File: config.mk
export PLATFORM = sky130hd
export DESIGN_NAME = uart_ram_loader
export DESIGN_NICKNAME = d
export VERILOG_FILES = /design/src/rtl/uart_ram_loader_pkg.sv /design/src/rtl/uart_ram_loader_rx.sv /design/src/rtl/uart_ram_loader.sv
export SDC_FILE = /design/constraint.sdc
export NUM_CORES = 1
export LEC_CHECK = 0
export ABC_CLOCK_PERIOD_IN_PS = 2900
export BUFFER_PORTS_ARGS = -buffer_cell sky130_fd_sc_hd__buf_2
export CAP_MARGIN = 5
export CORE_ASPECT_RATIO = 0.9
export CORE_MARGIN = 4
export CORE_UTILIZATION = 45
export DETAILED_ROUTE_END_ITERATION = 8
export PLACE_DENSITY = 0.7
export SLEW_MARGIN = 30
export SYNTH_ARGS = -nofsm -noshare
export SYNTH_HDL_FRONTEND = slang
export SYNTH_SLANG_ARGS = --single-unit
File: constraint.sdc
create_clock -name clk -period 2.9 [get_ports clk]
set_input_delay 0.29 -clock clk [delete_from_list [all_inputs] [get_ports clk]]
set_output_delay 0.29 -clock clk [all_outputs]
set_load 0.1 [all_outputs]
File: src/rtl/uart_ram_loader_pkg.sv
// Processor-wide constants and the UART receiver state encoding shared by
// the boot loader blocks.
package uart_ram_loader_pkg;

    localparam int UART_CLKS_PER_BIT = 434;  // 50 MHz / 115200 baud
    localparam int RAM_ADDR_W        = 8;
    localparam int PROGRAM_LEN       = 256;

    typedef enum logic [1:0] {
        IDLE  = 2'd0,
        START = 2'd1,
        DATA  = 2'd2,
        STOP  = 2'd3
    } rx_state_t;

endpackage

File: src/rtl/uart_ram_loader_rx.sv
// 8N1 UART receiver: two-flop synchroniser, mid-bit sampling FSM, one-cycle
// byte strobe and a sticky framing-error flag.
module uart_rx
    import uart_ram_loader_pkg::*;
#(
    parameter int CLKS_PER_BIT = UART_CLKS_PER_BIT
) (
    input  logic       clk,
    input  logic       rst_n,
    input  logic       rx,
    output logic       rx_valid,
    output logic [7:0] rx_byte,
    output logic       frame_err
);

    localparam int CNT_W = $clog2(CLKS_PER_BIT);
    localparam logic [CNT_W-1:0] BIT_LAST_C  = CNT_W'(CLKS_PER_BIT - 1);
    localparam logic [CNT_W-1:0] HALF_LAST_C = CNT_W'(CLKS_PER_BIT / 2 - 1);

    logic             rx_meta;
    logic             rx_s;
    rx_state_t        state, state_d;
    logic [CNT_W-1:0] cnt, cnt_d;
    logic [2:0]       bit_cnt, bit_cnt_d;
    logic [7:0]       shift, shift_d;
    logic [7:0]       rx_byte_d;
    logic             rx_valid_d;
    logic             frame_err_d;

    // Synchroniser idles high so reset never looks like a start bit
    always_ff @(posedge clk or negedge rst_n) begin
        if (!rst_n) begin
            rx_meta <= 1'b1;
            rx_s    <= 1'b1;
        end else begin
            rx_meta <= rx;
            rx_s    <= rx_meta;
        end
    end

    always_ff @(posedge clk or negedge rst_n) begin
        if (!rst_n) begin
            state     <= IDLE;
            cnt       <= '0;
            bit_cnt   <= '0;
            shift     <= '0;
            rx_byte   <= '0;
            rx_valid  <= 1'b0;
            frame_err <= 1'b0;
        end else begin
            state     <= state_d;
            cnt       <= cnt_d;
            bit_cnt   <= bit_cnt_d;
            shift     <= shift_d;
            rx_byte   <= rx_byte_d;
            rx_valid  <= rx_valid_d;
            frame_err <= frame_err_d;
        end
    end

    always_comb begin
        state_d     = state;
        cnt_d       = cnt;
        bit_cnt_d   = bit_cnt;
        shift_d     = shift;
        rx_byte_d   = rx_byte;
        rx_valid_d  = 1'b0;
        frame_err_d = frame_err;
        case (state)
            IDLE: begin
                if (!rx_s) begin
                    cnt_d     = '0;
                    bit_cnt_d = '0;
                    state_d   = START;
                end
            end
            START: begin
                // Re-check the start bit at its centre to reject line glitches
                if (cnt == HALF_LAST_C) begin
                    cnt_d   = '0;
                    state_d = rx_s ? IDLE : DATA;
                end else begin
                    cnt_d = cnt + 1'b1;
                end
            end
            DATA: begin
                if (cnt == BIT_LAST_C) begin
                    cnt_d     = '0;
                    shift_d   = {rx_s, shift[7:1]};
                    bit_cnt_d = bit_cnt + 1'b1;
                    if (bit_cnt == 3'd7) begin
                        state_d = STOP;
                    end
                end else begin
                    cnt_d = cnt + 1'b1;
                end
            end
            STOP: begin
                if (cnt == BIT_LAST_C) begin
                    cnt_d   = '0;
                    state_d = IDLE;
                    if (rx_s) begin
                        rx_valid_d = 1'b1;
                        rx_byte_d  = shift;
                    end else begin
                        frame_err_d = 1'b1;
                    end
                end else begin
                    cnt_d = cnt + 1'b1;
                end
            end
            default: state_d = IDLE;
        endcase
    end

endmodule

File: src/rtl/uart_ram_loader.sv
// Boot loader: receives LOAD_LEN bytes over UART and writes them to RAM from
// address 0, then flags completion so the control unit may start fetching.
module uart_ram_loader
    import uart_ram_loader_pkg::*;
#(
    parameter int CLKS_PER_BIT = UART_CLKS_PER_BIT,
    parameter int ADDR_W       = RAM_ADDR_W,
    parameter int LOAD_LEN     = PROGRAM_LEN
) (
    input  logic              clk,
    input  logic              rst_n,
    input  logic              rx,
    output logic              ram_we,
    output logic [ADDR_W-1:0] ram_addr,
    output logic [7:0]        ram_wdata,
    output logic              uart2ram_completed,
    output logic              frame_err,
    output logic [ADDR_W:0]   bytes_loaded
);

    localparam logic [ADDR_W:0] LEN_C = (ADDR_W + 1)'(LOAD_LEN);

    logic       rx_vld_p0;
    logic [7:0] rx_byte_p0;
    logic       accept;

    uart_rx #(
        .CLKS_PER_BIT(CLKS_PER_BIT)
    ) u_rx (
        .clk      (clk),
        .rst_n    (rst_n),
        .rx       (rx),
        .rx_valid (rx_vld_p0),
        .rx_byte  (rx_byte_p0),
        .frame_err(frame_err)
    );

    // Count guard keeps a late byte out even in the cycle before the flag rises
    assign accept = rx_vld_p0 && !uart2ram_completed && (bytes_loaded < LEN_C);

    // Write stage: one strobe per accepted byte, address/data held between writes
    always_ff @(posedge clk or negedge rst_n) begin
        if (!rst_n) begin
            ram_we             <= 1'b0;
            ram_addr           <= '0;
            ram_wdata          <= '0;
            bytes_loaded       <= '0;
            uart2ram_completed <= 1'b0;
        end else begin
            ram_we <= accept;
            if (accept) begin
                ram_addr     <= bytes_loaded[ADDR_W-1:0];
                ram_wdata    <= rx_byte_p0;
                bytes_loaded <= bytes_loaded + 1'b1;
            end
            if (ram_we && (bytes_loaded == LEN_C)) begin
                uart2ram_completed <= 1'b1;
            end
        end
    end

endmodule

==> summary.txt, run 1 <==
Global route
  • Grt total ovfl: 0
  • Initial antenna violation count: 0
  • Largest net degree at the start of global routing: 44
  • Number of global-route vias before repair: between 1500 and 2000
  • First-pass GRT wire length: roughly 8300 µm
  • All-layer global routing usage: between 10% and 20%

Synthesis
  • Synthesis-stage register bit count: 61
  • Mapped Cells: about 220
  • Sequential element share of the synthesized area: between 50% and 60%
  • Average cell area after synthesis: between 10 and 15 µm²
  • Mapped Area: roughly 0.0027 mm²
  • Synth cell types: 47
  • Post-synth EDFFs: 0
  • Ys async rst share: 100%
  • Syn_nets: 226
  • Syn. warnings: 0
  • Ys flop type: dfrtp_1

Placement
  • Port Buffers: 30
  • DP HPWL: ~3200 µm
  • Post-Place Worst Slack: around 860 ps
  • Routability congestion estimate: 0.768

Floorplanning
  • Starting Density: between 40% and 50%
  • Core Footprint: roughly 0.0058 mm²
  • Die ar.: ~0.0073 mm²
  • Io pins: 31
  • Die height: 81.6 µm
  • Chip width: ~90 µm
  • Num rows: 26

STA
  • RSZ-0062 raised after global routing: false
  • Final Hold Viols: 0
  • Total Neg Setup Slack: 0 ps
  • Tcrit/Tclk final: 70.6%
  • Final Skew: between 9 and 10 ps
  • Slack of the critical path: roughly 850 ps
  • Worst slew margin: between 50% and 60%
  • Minimum clock period: slightly above 2000 ps
  • Worst slew pin tran: slightly above 700 ps
  • Final setup vio count: 0
  • Slew Viols, Final: 0
  • Max Clock Freq: 488 MHz

Power and ir drop
  • Max VDD drop: roughly 460 µV
  • Power per Cell Area: 513 mW/mm²
  • Leak: about 1.6 nW

Worst setup path
  • CP Launch Type: register
  • WP data arrival: about 2300 ps
  • Critical Path End Type: register
  • Crit Path Category: reg -> reg
  • Critical Path Fanout Max: 12
  • CP required: 3140 ps

Clock tree
  • CTS resizes: 0
  • Clock Latency Late Sink: ~330 ps
  • Clock sink count: 61
  • Clock Tree Buf Depth: 2
  • Clk root buf: clkbuf_8
  • CTS tree: built
  • Total CTS buffers: 9
  • Max H-tree Level: 3
  • Clock-pin slew on the worst setup and hold paths: ~60 ps

Detailed routing
  • First drt pass iteration count: 4
  • Vias per cell: 5.28
  • Vias: between 1500 and 2000
  • DRT antenna net count: 0
  • DR WL/cell: 14.3 µm
  • Drt drc: 0
  • Number of DRC markers in iteration 0: slightly below 90
  • Final WL: between 4000 and 5000 µm

Outcome
  • Status: finished clean

Layout
  • Fin util: between 50% and 60%
  • Layout cell share with drive strength beyond 1: between 30 and 40%
  • Area grow syn2layout: 15.9%
  • # diodes: 0
  • # fillers: just over 500
  • Fin nets: between 200 and 300

Min path
  • Hold Path Class: in -> reg

Run
  • Max-cap violations: 0
per-layer routing:
metal	GRT usage (%)	up-vias	wire length [µm]	part of all wire (%)
met1	18.3	839	2180	46
met5	0	-	0	0
met3	5.31	2	250	5.3
met2	22.7	48	2230	48
li1	-	849	-	-
met4	4.59	0	27	0.58
cell usage in the layout, fill, tap and decap left out, types with 3 or more instances in the layout:
cell type,Yosys,layout
o21ai_0,5,5
nand2_1,18,18
inv_1,9,9
clkbuf_8,0,10
mux2_2,19,19
nor2_1,7,7
ha_1,7,7
o21ai_1,8,8
nand3_1,8,8
buf_2,6,30
dfrtp_1,59,59
a22oi_1,4,4
nor3_1,4,4
buf_4,1,3
xnor2_1,5,5
mux2_1,13,13
kinds of logic (layout without fill, tap and decap cells):
kind of cell / after synthesis / after routing / share of synthesized area, %
AO/OA/AOI/OAI: 32 / 32 / 7.86
XOR/XNOR: 7 / 7 / 2.27
adder cells (fa/ha/maj): 7 / 7 / 3.24
buffers and inverters: 17 / 60 / 2.77
flip-flops: 61 / 61 / 56.5
multiplexers: 33 / 33 / 13.7
AND/OR/NAND/NOR: 59 / 59 / 13.7
flip-flops by register name, summed over array words and instances (netlist names), 3 cells and up, named ones only:
register / count
ram_addr: 8
ram_wdata: 8
u_rx.shift: 8
bytes_loaded: 9
u_rx.cnt: 9
u_rx.bit_cnt: 3
u_rx.rx_byte: 8
worst paths after layout:
path	startpoint	endpoint	slack, ps	depth (start not counted)
min in group asynchronous	rst_n	bytes_loaded[7]	420	2
setup / recovery	u_rx.cnt[0]	u_rx.cnt[4]	850	6
max in group asynchronous	rst_n	u_rx.rx_meta	1590	3
hold / removal	rx	u_rx.rx_meta	60	1
setup reg to reg	u_rx.cnt[0]	u_rx.cnt[4]	850	6
hold reg to reg	u_rx.rx_meta	u_rx.rx_s	360	0
final cells by class:
cell class	count	area [µm²]	share of cell area, %
Sequential cell	61	1530	48.7
Inverter	10	37.5	1.20
Clock inverter	4	47.5	1.52
Multi-Input combinational cell	138	1110	35.3
Clock buffer	12	145	4.63
Tap cell	70	87.6	2.79
Timing Repair Buffer	34	183	5.82
cells in the mapped netlist (4+ instances only):
library cell,number,area [µm²]
a22oi_1,4,30.0
mux2_2,19,214
mux2_1,13,146
nand2_1,18,67.6
o21ai_0,5,25.0
o21ai_1,8,40.0
ha_1,7,87.6
dfrtp_1,59,1480
inv_1,9,33.8
buf_2,6,30.0
nor2_1,7,26.3
nand3_1,8,40.0
nor3_1,4,20.0
xnor2_1,5,43.8
where the power goes:
| part | switching, mW | total [mW] | internal, mW |
|---|---|---|---|
| logic | 0.0161 | 0.0190 | 0.00287 |
| registers | 0.00161 | 0.855 | 0.853 |
| clock network | 0.316 | 0.734 | 0.418 |
worst max-delay path, stage by stage, from the launching register on:
cell and delay (ps):
dfrtp_1 390, inv_1 90, ha_1 190, nor4bb_1 140, a211oi_2 640, nor2_1 250, o211ai_1 250
what timing repair did:
| action | 4_1_cts | 5_1_grt |
|---|---|---|
| endpoints found under the hold margin | 18 | 0 |
| hold buffers | 1 | 0 |
| setup buffers | 0 | 0 |
stage by stage:
step	power [mW]	instances	hold WS (ps)	area [µm²]
floorplan	0.871	216	-5.59	2710
global placement	0.890	312	239	2930
detailed placement	0.891	312	246	2930
CTS	1.63	329	44.1	3140
global route	1.67	329	37.3	3140
finish	1.61	329	59.8	3140
(Power assumes the default switching activity.)
==> run 2: changes to the inputs <==
ABC_CLOCK_PERIOD_IN_PS = 1900   (was 2900)
clock period = 1.9 ns   (was 2.9 ns; I/O delays follow)
==> run 2 against run 1 <==
Non-clock buffer count up 4. Final area up 1.9%. Via count unchanged. Flip-flop and latch count unchanged.
==> summary.txt, run 2 (same netlist as run 1, synthesis figures left out) <==
Layout
  • Commonest non-fill, non-tap cell in the layout: dfrtp_1
  • Fin nets: 268 (+1.5%)
  • Most frequent cells in the layout: 57 x dfrtp_1, 30 x buf_2, 19 x mux2_2
  • # fillers: 490 (-3.0%)
  • # diodes: 0 (unchanged)
  • Biggest regs: bytes_loaded (9), u_rx.cnt (9)
  • Area grow syn2layout: 18.1%
  • Layout cell share with drive strength beyond 1: 31.6% (+1.4 points)

STA
  • Max Clock Freq: 563 MHz (+15%)
  • Slack of the critical path: 123 ps (-728 ps)
  • Tcrit/Tclk final: 93.5% (+23 points)
  • Worst slew margin: 67.5% (+16 points)
  • Minimum clock period: 1780 ps (-272 ps)
  • Final setup vio count: 0 (unchanged)
  • Worst slew pin tran: 491 ps (-227 ps)
  • Final Skew: 7.17 ps (-2.13 ps)
  • Final Hold Viols: 0 (unchanged)
  • RSZ-0062 raised after global routing: true
  • WHS: 358 ps (+299 ps)
  • Slew Viols, Final: 0 (unchanged)

Clock tree
  • Total CTS buffers: 9 (unchanged)
  • CTS tree: built
  • Clk root buf: clkbuf_8
  • CTS resizes: 0 (unchanged)
  • Clock Latency Late Sink: 330 ps (about the same)
  • Clock-pin slew on the worst setup and hold paths: 70 ps (about the same)
  • Post-CTS Setup Inserts: 0 (unchanged)
  • Clock Tree Buf Depth: 2 (unchanged)
  • Max H-tree Level: 3 (unchanged)
  • Clock sink count: 61 (unchanged)

Placement
  • DP HPWL: 3160 µm (-2.3%)
  • Port Buffers: 30 (unchanged)
  • Routability congestion estimate: 0.793 (+3.3%)
  • Post-Place Worst Slack: 158 ps (-703 ps)

Min path
  • Hold depth: 0 (-1)
  • Hold Path Class: reg -> reg

Global route
  • All-layer global routing usage: 14.4% (+0.11 points)
  • Number of global-route vias before repair: 1711 (-0.58%)
  • First-pass GRT wire length: 8160 µm (-1.3%)
  • Initial antenna violation count: 0 (unchanged)
  • Largest net degree at the start of global routing: 62 (+41%)
  • Grt total ovfl: 0 (unchanged)

Floorplanning
  • Die height: 81.6 µm (unchanged)
  • Num rows: 26 (unchanged)
  • Chip width: 89.7 µm (unchanged)
  • Io pins: 31 (unchanged)
  • Starting Density: 47.0% (unchanged)
  • Core Footprint: 0.00576 mm² (unchanged)
  • Die ar.: 0.00732 mm² (unchanged)

Detailed routing
  • Drt drc: 0 (unchanged)
  • Final WL: 4680 µm (-0.15%)
  • Number of DRC markers in iteration 0: 74 (-16%)
  • DR WL/cell: 14.1 µm (-1.3%)
  • Vias per cell: 5.22 (-1.2%)
  • Vias: 1738 (unchanged)
  • DRT antenna net count: 0 (unchanged)
  • First drt pass iteration count: 4 (unchanged)

Worst setup path
  • Crit Path Category: reg -> reg
  • Reg2Reg Depth: 6 (unchanged)
  • Cells along the critical path: inv_1 > ha_1 > nor4bb_1 > a211oi_2 > nor2_1 > o211ai_1
  • Flop-to-flop setup slack: 120 ps (-730 ps)
  • Critical Path Fanout Max: 5 (-7)
  • Highest cell delay on the worst timing path: 410 ps (-230 ps)
  • CP Launch Type: register
  • WP data arrival: 1970 ps (-320 ps)
  • Critical Path End Type: register
  • CP required: 2090 ps (-1050 ps)
  • Slowest-stage cell, CP: dfrtp_1

Outcome
  • Status: finished clean

Run
  • Max-cap violations: 0 (unchanged)

Power and ir drop
  • Max VDD drop: 453 µV (-1.9%)
  • Power per Cell Area: 768 mW/mm² (+50%)
  • Leak: 1.63 nW (+1.7%)
[run 2: critical path: cells and delay by family (launching register included)]
family | cells | cell delay, ps
flops | 1 | 410
fa+ha+maj | 1 | 140
simple gates | 2 | 670
compound gates | 2 | 330
buf+inv | 1 | 100
[run 2: layout make-up]
class	instances	area [µm²]	share of cell area, %
inverter	10	37.5	1.17
sequential	61	1530	47.9
tap	70	87.6	2.74
timing repair buffer	38	240	7.51
clock inverter	4	47.5	1.49
multi-input combinational	138	1110	34.6
clock buffer	12	145	4.54
[run 2: final timing paths]
path / from / to
setup / recovery: u_rx.cnt[0] / u_rx.cnt[5]
hold / removal: u_rx.rx_meta / u_rx.rx_s
setup reg to reg: u_rx.cnt[0] / u_rx.cnt[5]
hold reg to reg: u_rx.rx_meta / u_rx.rx_s
max in group asynchronous: rst_n / u_rx.rx_s
min in group asynchronous: rst_n / ram_addr[6]
[run 2: where the power goes]
| part | leakage, nW | switching, mW | internal [mW] |
|---|---|---|---|
| sequential | 0.827 | 0.00258 | 1.30 |
| clock | 0.0964 | 0.476 | 0.638 |
| combinational | 0.706 | 0.0257 | 0.00876 |
[run 2: stage by stage]
step / total power, mW / util (%) / TNS [ps] / cell area [µm²] / cells
final: 2.45 / 55.5 / 0 / 3200 / 333
after global routing: 2.58 / 55.5 / -11.6 / 3200 / 333
after CTS: 2.50 / 55.5 / 0 / 3200 / 333
after detailed placement: 1.36 / 51.8 / 0 / 2980 / 315
after global placement: 1.36 / 51.8 / 0 / 2980 / 315
after floorplan: 1.33 / - / 0 / 2710 / 216
[run 2: timing repair]
| action | 4_1_cts | 5_1_grt |
|---|---|---|
| endpoints found under the hold margin | 60 | 0 |
| hold buffers | 2 | 0 |
| endpoints found under the setup margin | 0 | 1 |
[run 2: layer usage]
layer  routed length [µm]  vias up  track usage [%]
met4                  104        0             8.58
li1                     -      872                -
met1                 2300      823             18.2
met5                    0        -                0
met2                 2040       35             21.3
met3                  237        8             5.31
==> run 3: changes to the inputs <==
==> constraint.sdc (replaced) <==
create_clock -name clk -period 1.9 [get_ports clk]
set_input_delay 0.285 -clock clk [delete_from_list [all_inputs] [get_ports clk]]
set_output_delay 0.285 -clock clk [all_outputs]
set_load 0.1 [all_outputs]
==> run 3 against run 2 <==
Flip-flop and latch count stayed put. Critical path type unchanged. Critical path depth is the same. Combinational power fell by 5%. Clock skew is essentially flat. Highest routed layer unchanged. Worst hold slack worse by 310 ps. Final area shrank 0.31%. Clock power about the same. Routed wire length fell by 0.13%. First-iteration DRC count increased by 14%. Worst setup slack got worse by 0.66 ps.
==> summary.txt, run 3 (same netlist as run 1, synthesis figures left out) <==
Layout
  • Fin nets: 267 (-0.37%)
  • # fillers: 491 (+0.20%)
  • Multi-input gate area: 0.00111 mm² (unchanged)
  • Commonest non-fill, non-tap cell in the layout: dfrtp_1
  • Most frequent cells in the layout: 57 x dfrtp_1, 30 x buf_2, 19 x mux2_2
  • Register area: 0.00153 mm² (unchanged)
  • Layout cell share with drive strength beyond 1: 31.7% (+0.12 points)
  • Biggest regs: bytes_loaded (9), u_rx.cnt (9)
  • # diodes: 0 (unchanged)
  • Final instance area: 0.00319 mm² (-0.31%)
  • Area grow syn2layout: 17.8%
  • Non-filler cells, final: 332 (-0.30%)

Floorplanning
  • Starting Density: 47.0% (unchanged)
  • Num rows: 26 (unchanged)
  • Die ar.: 0.00732 mm² (unchanged)
  • Chip width: 89.7 µm (unchanged)
  • Io pins: 31 (unchanged)
  • Core Footprint: 0.00576 mm² (unchanged)
  • Die height: 81.6 µm (unchanged)

STA
  • Final Skew: 7.46 ps (+0.292 ps)
  • Max Clock Freq: 563 MHz (about the same)
  • Tcrit/Tclk final: 93.6% (about the same)
  • Slack of the critical path: 122 ps (-0.661 ps)
  • Final setup vio count: 0 (unchanged)
  • Minimum clock period: 1780 ps (+0.661 ps)
  • Slew Viols, Final: 0 (unchanged)
  • Worst slew pin tran: 491 ps (-0.497 ps)
  • RSZ-0062 raised after global routing: true
  • Final Hold Viols: 0 (unchanged)
  • Worst slew margin: 67.5% (about the same)

Power and ir drop
  • Max VDD drop: 453 µV (about the same)
  • Switch share: 20.5% (about the same)
  • Net Sw Power: 0.504 mW (-0.13%)
  • Leak: 1.63 nW (-0.26%)
  • Sequential share of power: 53.2% (about the same)
  • Total power: 2.45 mW (about the same)
  • Internal: 1.95 mW (about the same)
  • Logic pwr share: 1.3% (about the same)
  • Power per Cell Area: 769 mW/mm² (+0.23%)
  • Clk pwr share: 45.4% (about the same)

Detailed routing
  • Met2 WL: 2050 µm (+0.49%)
  • Vias per cell: 5.22 (about the same)
  • Number of DRC markers in iteration 0: 84 (+14%)
  • Drt drc: 0 (unchanged)
  • Metal3 WL: 240 µm (+1.3%)
  • Vias: 1732 (-0.35%)
  • DR top layer: met4
  • WL met1: 2280 µm (-0.87%)
  • Final WL: 4680 µm (-0.13%)
  • First drt pass iteration count: 4 (unchanged)
  • DRT antenna net count: 0 (unchanged)
  • DR WL/cell: 14.1 µm (+0.17%)

Placement
  • Port Buffers: 30 (unchanged)
  • DP HPWL: 3160 µm (unchanged)
  • Routability congestion estimate: 0.793 (unchanged)
  • Placed Cells: 315 (unchanged)
  • Post-Place Worst Slack: 158 ps (unchanged)
  • Area after DPL: 0.00298 mm² (unchanged)

Worst setup path
  • Crit Path Category: reg -> reg
  • WP data arrival: 1970 ps (about the same)
  • CP Launch Type: register
  • Reg2Reg Depth: 6 (unchanged)
  • Critical Path Fanout Max: 5 (unchanged)
  • CP required: 2090 ps (about the same)
  • Slowest-stage cell, CP: dfrtp_1
  • Crit path max-delay family: simple AND/OR/NAND/NOR gates
  • CP Buf/Inv Count: 1 (unchanged)
  • CP Depth: 6 (unchanged)
  • Cells along the critical path: inv_1 > ha_1 > nor4bb_1 > a211oi_2 > nor2_1 > o211ai_1
  • Critical Path End Type: register
  • Highest cell delay on the worst timing path: 410 ps (about the same)

Global route
  • Number of global-route vias before repair: 1706 (-0.29%)
  • Grt total ovfl: 0 (unchanged)
  • All-layer global routing usage: 14.3% (-0.061 points)
  • Initial antenna violation count: 0 (unchanged)
  • Largest net degree at the start of global routing: 62 (unchanged)
  • First-pass GRT wire length: 8120 µm (-0.42%)

Min path
  • Hold Path Class: in -> reg
  • Hold depth: 1 (+1)

Run
  • Max-cap violations: 0 (unchanged)

Clock tree
  • Clock Latency Late Sink: 330 ps (about the same)
  • Clock sink count: 61 (unchanged)
  • Clk root buf: clkbuf_8
  • CTS resizes: 0 (unchanged)
  • CTS tree: built
  • Max H-tree Level: 3 (unchanged)
  • Clock Tree Buf Depth: 2 (unchanged)
  • Clock-pin slew on the worst setup and hold paths: 70 ps (about the same)
  • Total CTS buffers: 9 (unchanged)
  • Post-CTS Setup Inserts: 0 (unchanged)

Outcome
  • Status: finished clean
## run 3: cell types whose count changed in the layout (fill, tap and decap cells not counted), sizes merged
cell / before / now
dlygate4sd3: 2 / 1
## run 3: power by group through the flow
stage | clock network, mW | logic (mW) | registers (mW)
finish | 1.11 | 0.0328 | 1.31
global route | 1.24 | 0.0394 | 1.30
CTS | 1.16 | 0.0354 | 1.30
detailed placement | 0 | 0.0341 | 1.33
global placement | 0 | 0.0342 | 1.33
floorplan | 0 | 0.000714 | 1.33
## run 3: worst paths after layout
check,startpoint,end,slack (ps)
min in group asynchronous,rst_n,ram_addr[6],490
hold reg to reg,u_rx.rx_meta,u_rx.rx_s,360
setup reg to reg,u_rx.cnt[0],u_rx.cnt[5],120
max in group asynchronous,rst_n,u_rx.rx_s,1090
setup / recovery,u_rx.cnt[0],u_rx.cnt[5],120
hold / removal,rx,u_rx.rx_meta,50
## run 3: per-stage QoR
step	TNS (ps)	hold WS [ps]	util, %
final	0	50.1	55.3
after global routing	-11.6	14.5	55.3
after detailed placement	0	318	51.8
after CTS	0	22.3	55.3
after floorplan	0	-10.6	-
after global placement	0	322	51.8
## run 3: routing by layer
metal  track usage [%]  up-vias
li1                  -      868
met1              18.1      821
met2              21.2       35
met3              5.31        8
met4              8.58        0
met5                 0        -
## run 3: final cells by class
class,instances,share of cell area [%]
clock buffer,12,4.55
inverter,10,1.18
timing repair buffer,37,7.22
clock inverter,4,1.49
multi-input combinational,138,34.7
tap,70,2.75
sequential,61,48.1
## run 3: repair_timing
action,CTS,global route
setup endpoints to repair,0,1
hold endpoints to repair,59,0
hold buffers,1,0
